### config.mk
export PLATFORM = sky130hd
export DESIGN_NAME = apb_master_module
export DESIGN_NICKNAME = d
export VERILOG_FILES = /design/src/rtl/apb_master_module.sv
export SDC_FILE = /design/constraint.sdc
export NUM_CORES = 1
export LEC_CHECK = 0
export ABC_AREA = 0
export CAP_MARGIN = 0
export CORE_MARGIN = 2
export CORE_UTILIZATION = 42
export CTS_CLUSTER_DIAMETER = 40
export DETAILED_ROUTE_END_ITERATION = 8
export GPL_TIMING_DRIVEN = 0
export MAX_ROUTING_LAYER = met4
export PLACE_DENSITY = 0.81
export SLEW_MARGIN = 15
export SYNTH_ARGS = -nofsm -noshare
export SYNTH_HDL_FRONTEND = slang
export SYNTH_SLANG_ARGS = --single-unit
### constraint.sdc
create_clock -name clk_i -period 6.93 [get_ports clk_i]
set_input_delay 1.386 -clock clk_i [delete_from_list [all_inputs] [get_ports clk_i]]
set_output_delay 1.386 -clock clk_i [all_outputs]
set_load 0.005 [all_outputs]
### src/rtl/apb_master_module.sv
// APB master: turns one valid/ready command into a SETUP/ACCESS transfer and returns
// a single-cycle response pulse. ACCESS phases that run too long are closed with an error.
//
// state  | meaning
// IDLE   | waiting for a command, req_ready_o high
// SETUP  | psel asserted, address/control presented for one cycle
// ACCESS | penable asserted, waiting for pready_i or the wait limit
module apb_master_module #(
    parameter int DATA_WIDTH     = 32,
    parameter int BUS_WIDTH      = 64,
    parameter int ADDR_WIDTH     = 32,
    parameter int TIMEOUT_CYCLES = 16,
    localparam int STRB_WIDTH    = BUS_WIDTH / DATA_WIDTH
) (
    input  logic                  clk_i,
    input  logic                  rst_i,
    input  logic                  req_valid_i,
    output logic                  req_ready_o,
    input  logic                  req_write_i,
    input  logic [ADDR_WIDTH-1:0] req_addr_i,
    input  logic [BUS_WIDTH-1:0]  req_wdata_i,
    input  logic [STRB_WIDTH-1:0] req_strb_i,
    output logic                  resp_valid_o,
    output logic [BUS_WIDTH-1:0]  resp_rdata_o,
    output logic                  resp_err_o,
    output logic                  psel_o,
    output logic                  penable_o,
    output logic                  pwrite_o,
    output logic [ADDR_WIDTH-1:0] paddr_o,
    output logic [BUS_WIDTH-1:0]  pwdata_o,
    output logic [STRB_WIDTH-1:0] pstrb_o,
    input  logic                  pready_i,
    input  logic                  pslverr_i,
    input  logic [BUS_WIDTH-1:0]  prdata_i,
    output logic                  busy_o
);

    typedef enum logic [1:0] {
        IDLE   = 2'd0,
        SETUP  = 2'd1,
        ACCESS = 2'd2
    } state_t;

    // Wait count of the final permitted ACCESS cycle (count starts at 0 in the first one)
    localparam logic [7:0] WAIT_LAST = 8'(TIMEOUT_CYCLES - 1);

    state_t                state_q, state_d;
    logic [7:0]            wait_cnt_q, wait_cnt_d;
    logic                  psel_q, psel_d;
    logic                  penable_q, penable_d;
    logic                  busy_q, busy_d;
    logic                  pwrite_q, pwrite_d;
    logic [ADDR_WIDTH-1:0] paddr_q, paddr_d;
    logic [BUS_WIDTH-1:0]  pwdata_q, pwdata_d;
    logic [STRB_WIDTH-1:0] pstrb_q, pstrb_d;
    logic                  resp_valid_q, resp_valid_d;
    logic                  resp_err_q, resp_err_d;
    logic [BUS_WIDTH-1:0]  resp_rdata_q, resp_rdata_d;

    always_ff @(posedge clk_i or posedge rst_i) begin
        if (rst_i) begin
            state_q      <= IDLE;
            wait_cnt_q   <= '0;
            psel_q       <= 1'b0;
            penable_q    <= 1'b0;
            busy_q       <= 1'b0;
            pwrite_q     <= 1'b0;
            paddr_q      <= '0;
            pwdata_q     <= '0;
            pstrb_q      <= '0;
            resp_valid_q <= 1'b0;
            resp_err_q   <= 1'b0;
            resp_rdata_q <= '0;
        end else begin
            state_q      <= state_d;
            wait_cnt_q   <= wait_cnt_d;
            psel_q       <= psel_d;
            penable_q    <= penable_d;
            busy_q       <= busy_d;
            pwrite_q     <= pwrite_d;
            paddr_q      <= paddr_d;
            pwdata_q     <= pwdata_d;
            pstrb_q      <= pstrb_d;
            resp_valid_q <= resp_valid_d;
            resp_err_q   <= resp_err_d;
            resp_rdata_q <= resp_rdata_d;
        end
    end

    always_comb begin
        state_d      = state_q;
        wait_cnt_d   = wait_cnt_q;
        psel_d       = psel_q;
        penable_d    = penable_q;
        busy_d       = busy_q;
        pwrite_d     = pwrite_q;
        paddr_d      = paddr_q;
        pwdata_d     = pwdata_q;
        pstrb_d      = pstrb_q;
        resp_valid_d = 1'b0;
        resp_err_d   = resp_err_q;
        resp_rdata_d = resp_rdata_q;

        case (state_q)
            IDLE: begin
                if (req_valid_i) begin
                    state_d    = SETUP;
                    wait_cnt_d = '0;
                    psel_d     = 1'b1;
                    busy_d     = 1'b1;
                    pwrite_d   = req_write_i;
                    paddr_d    = req_addr_i;
                    // Reads never expose stale write data or lane enables on the bus
                    pwdata_d   = req_write_i ? req_wdata_i : '0;
                    pstrb_d    = req_write_i ? req_strb_i  : '0;
                end
            end
            SETUP: begin
                state_d   = ACCESS;
                penable_d = 1'b1;
            end
            ACCESS: begin
                if (pready_i || (wait_cnt_q == WAIT_LAST)) begin
                    state_d      = IDLE;
                    psel_d       = 1'b0;
                    penable_d    = 1'b0;
                    busy_d       = 1'b0;
                    resp_valid_d = 1'b1;
                    resp_err_d   = pready_i ? pslverr_i : 1'b1;
                    resp_rdata_d = (pready_i && !pwrite_q) ? prdata_i : '0;
                end else begin
                    wait_cnt_d = wait_cnt_q + 8'd1;
                end
            end
            default: state_d = IDLE;
        endcase
    end

    assign req_ready_o  = (state_q == IDLE);
    assign resp_valid_o = resp_valid_q;
    assign resp_err_o   = resp_err_q;
    assign resp_rdata_o = resp_rdata_q;
    assign psel_o       = psel_q;
    assign penable_o    = penable_q;
    assign busy_o       = busy_q;
    assign pwrite_o     = pwrite_q;
    assign paddr_o      = paddr_q;
    assign pwdata_o     = pwdata_q;
    assign pstrb_o      = pstrb_q;

endmodule
Word level (Yosys, flattened, before mapping)
Index checks and enable logic that the tools add are counted.

Output and inout bits: 169. RAM bits: 0. Latch bits: 0. Bits of input ports: 168. Memory bits (read-only): 0. Register bits after elaboration: 177. Logic and storage cells: 46. Memories: 0.

Shift-type cells: 0. Multiplexer cells: 16. Multipliers: 0. $add $sub $neg: 1. Bitwise operators: 0. Equal/unequal tests: 6. Reduce and logical (&&, ||, !) cells: 12. Div/mod/pow operators: 0. $lt $le $gt $ge: 0.

Operators by type and width (count): $mux W64 (2); $mux W8 (2); $pmux W8 S2 (1); $add A8 B1 Y8 const B (1); $eq A8 B4 Y1 const B (1); $reduce_and A2 Y1 (4); $mux W2 (3); $ne A2 B2 Y1 const B (3); $pmux W2 S3 (1); $reduce_and A3 Y1 (2); $mux W1 (5); $pmux W1 S2 (2); $reduce_bool A2 Y1 (2); $eq A2 B1 Y1 const B (1); $eq A2 B2 Y1 const B (1); $logic_not A2 Y1 (1); $logic_and A1 B1 Y1 (1); $logic_not A1 Y1 (1); $logic_or A1 B1 Y1 (1).

Depth between registers and ports, before layout
Depth in word-level cells: 4. Gate-level depth with buffers: 7.

Least setup slack after synthesis
Ideal clock, no wire load.

Path kind: input -> register. From: input pready_i. To: register wait_cnt_q[3]. Arrival: 2250 ps. Stages: 3. Required time: 6861 ps. Library setup time: 69 ps. Path slack: 4612 ps. Cells stage by stage: a211o_4 or4_1 nand3_1.

Cells in the longest elaborated chain, start to end: 3.

RTL lines: start: declaration (line 32) `input logic pready_i,`; $logic_or A1 B1 Y1 (line 123) `if (pready_i || (wait_cnt_q == WAIT_LAST)) begin`; $ne A2 B2 Y1 (no line); $reduce_and A3 Y1 (no line); end signal: assignment (line 76) `wait_cnt_q <= wait_cnt_d;`; end: declaration (line 48) `logic [7:0] wait_cnt_q, wait_cnt_d;`.

No other way between the ends. A chain may end at the register's enable or synchronous reset.

Worst setup path in the final report
From: register state_q[0]. To: output req_ready_o.

Cells in the longest elaborated chain, start to end: 1.

RTL lines: start: declaration (line 47) `state_t state_q, state_d;`; start signal: assignment (line 75) `state_q <= state_d;`; $logic_not A2 Y1 (line 139) `assign req_ready_o = (state_q == IDLE);`; end: declaration (line 18) `output logic req_ready_o,`.

No other way between the ends.

==> reports/results.ini <==
[status]
status=finished, final reports clean

[floorplan]
die_h_um=136
row_count=48
start_util=0.427
core_area_um2=17200
die_x_um=136
die-area_um2=18500
pin_count=337

[cts]
root_buffer=clkbuf_16
cts_hold_buf=0
h-tree-depth=4
clockBufferDepth=2
clkTransAtPathRegs_ps=70
cts_tree=built
cts.sinks=177
clk_latency_ps=420
cts.repair.resized=0
cts_buffers=17
post_cts_buffers=0

[grt]
antenna_found_initial=0
grt_usage=0.260
overflow=0
grt_pass1_vias=6889
grt_pass1_wl_um=36200
grt_max_degree=104

[timing]
fin_hold_ws_ps=465
fmax_mhz=344
hold_viol=0
fin_setup_tns_ps=0
rsz0062_at_grt=false
final-max-slew-violation-count=0
setup_viol=0
fin_crit_sh=0.419
tightest_slew_ps=740
period_needed_ps=2900
clock_skew_ps=11.3
timing.slew.headroom=0.506

[finish]
finalNetCount=1308
fill_cells=1385
insertedDiodeCount=0
multi_input_area_um2=2630
fin_cells=1377
regArea_um2=4430
drive_above_1_share=0.0425
synthToLayoutAreaGrowth_pct=58.1
final_core_util=0.675

[critical_path]
cp_slowest_cell=clkdlybuf4s50_1
cp-start-kind=flip-flop
slowest_delay_ps=540
critPathArrivalTime_ps=1520
cpLargestDelayFamily=buffers and inverters
path_buf_inv=1
cp_cell_sequence=nor2_1, clkdlybuf4s50_1
r2r_start=wait_cnt_q[0]
cp.depth=2
crit_fanout=4
crit_type=reg -> out
reg2regPathDepth=7
cp-end-kind=primary output
required_ps=5540
crit_path_start=state_q[0]

[place]
port-buffer-count=335
routabilityCongestion=0.807
dp_cells=1345
dp_hpwl_um=17600

[synthesis]
synth-seq-cells=177
yosys.area.top_type_share=0.604
synth.area.top_cells=dfrtp_1 60%, nand2_1 16%, nand4b_1 7.6%
avgSynthCellArea_um2=9.36
syn_inst=784
synth_cell_types=28
seq_area_frac_synth=0.604
syn_area_um2=7340
syn-num-nets=953
synth_top_cell_by_area=dfrtp_1
ys_warn_count=0

[pwr]
vdd_ir_drop_max_mv=0.200
fin_total_pwr_mw=4.74
leakagePower_nw=5.43
powerDensity_nw_per_um2=408

[routing]
drtIter0Drc=313
drt_wl_total_um=23700
ant_nets=0
vias_per_cell=5.08
firstDrtPassIters=5
vias=6995
wl_per_cell_um=17.2
drc=0

[min_path]
holdPathStages=2
hold_path.class=reg -> reg
min-delay-start=pwdata_o[6]

[job]
drv_cap=0

## worst paths after layout
check                                    to  slack (ps)
min in group asynchronous      pwdata_o[11]        1480
hold / removal                  pwdata_o[6]         460
hold reg to reg                 pwdata_o[6]         460
setup / recovery                req_ready_o        4030
max in group asynchronous       paddr_o[17]        4640
setup reg to reg           resp_rdata_o[59]        4820
## worst min-delay path, delay by kind of cell, from the launching register on
family,cells,cell delay (ps)
flip-flops,1,340
AND/OR/NAND/NOR,2,100
## routing by layer
layer  vias up  global-route usage  wire (um)
li1       3332                   -          -
met2       294               0.438      12000
met4         0              0.0718        422
met5         -                   -          0
met1      3336               0.300       9090
met3        33              0.0813       2180
## cell families after synthesis
kind of cell	after synthesis	share of synthesized area
AO/OA/AOI/OAI	80	0.0605
adder cells (fa/ha/maj)	1	0.00171
buffers and inverters	70	0.0380
flip-flops	177	0.604
multiplexers	1	0.00136
AND/OR/NAND/NOR	455	0.295
## Yosys cell counts
| master | count |
|---|---|
| nand2_1 | 304 |
| dfrtp_1 | 177 |
| nand3_1 | 73 |
| o21ai_0 | 67 |
| nand4b_1 | 64 |
| clkbuf_1 | 50 |
| buf_2 | 10 |
| buf_1 | 6 |
| and3_1 | 4 |
| nor2_1 | 4 |
| a31oi_1 | 3 |
| inv_1 | 3 |
| a21oi_1 | 2 |
| a41oi_1 | 2 |
| nand2b_1 | 2 |
| a211o_4 | 1 |
| a211oi_2 | 1 |
| a21o_1 | 1 |
| a31o_2 | 1 |
| buf_4 | 1 |
| ha_1 | 1 |
| mux2i_1 | 1 |
| nor2b_1 | 1 |
| nor3b_1 | 1 |
| nor4_4 | 1 |
| o22ai_1 | 1 |
| o32a_1 | 1 |
| or4_1 | 1 |
## area by class of cell
| cell class | instances | area share |
|---|---|---|
| plain buffers | 67 | 0.0231 |
| clock buffers | 18 | 0.0379 |
| clock inverters | 14 | 0.0132 |
| flip-flops and latches | 177 | 0.382 |
| multi-input cells | 537 | 0.227 |
| repair buffers | 336 | 0.291 |
| inverters | 3 | 0.00162 |
| well taps | 225 | 0.0243 |
## report_power, final
group / internal (mW) / switching, mW
Sequential: 1.49 / 0.250
Combinational: 1.12 / 0.906
Clock: 0.546 / 0.425
## registers in the layout (all words and copies together), names as in the netlist
register,cells
resp_err_o,1
busy_o,1
pwrite_o,1
resp_valid_o,1
state_q,2
pwdata_o,64
resp_rdata_o,64
paddr_o,32
wait_cnt_q,8
penable_o,1
pstrb_o,2
## cells in the final DEF, fill, tap and decap left out, types with 3 or more instances in the layout
master,instances
clkdlybuf4s50_1,335
nand2_1,304
dfrtp_1,177
nand3_1,73
o21ai_0,67
nand4b_1,64
clkbuf_1,50
clkbuf_16,17
buf_2,10
buf_1,6
inv_6,5
and3_1,4
nor2_1,4
clkinvlp_4,4
a31oi_1,3
## metrics by stage
stage               cell area, um2  worst slack, ps
floorplan                     7340              742
global placement             11000            -1730
detailed placement           11000             3600
CTS                          11600             4000
global route                 11600             3860
finish                       11600             4030
Note: power is estimated with default switching activity, not from simulation.
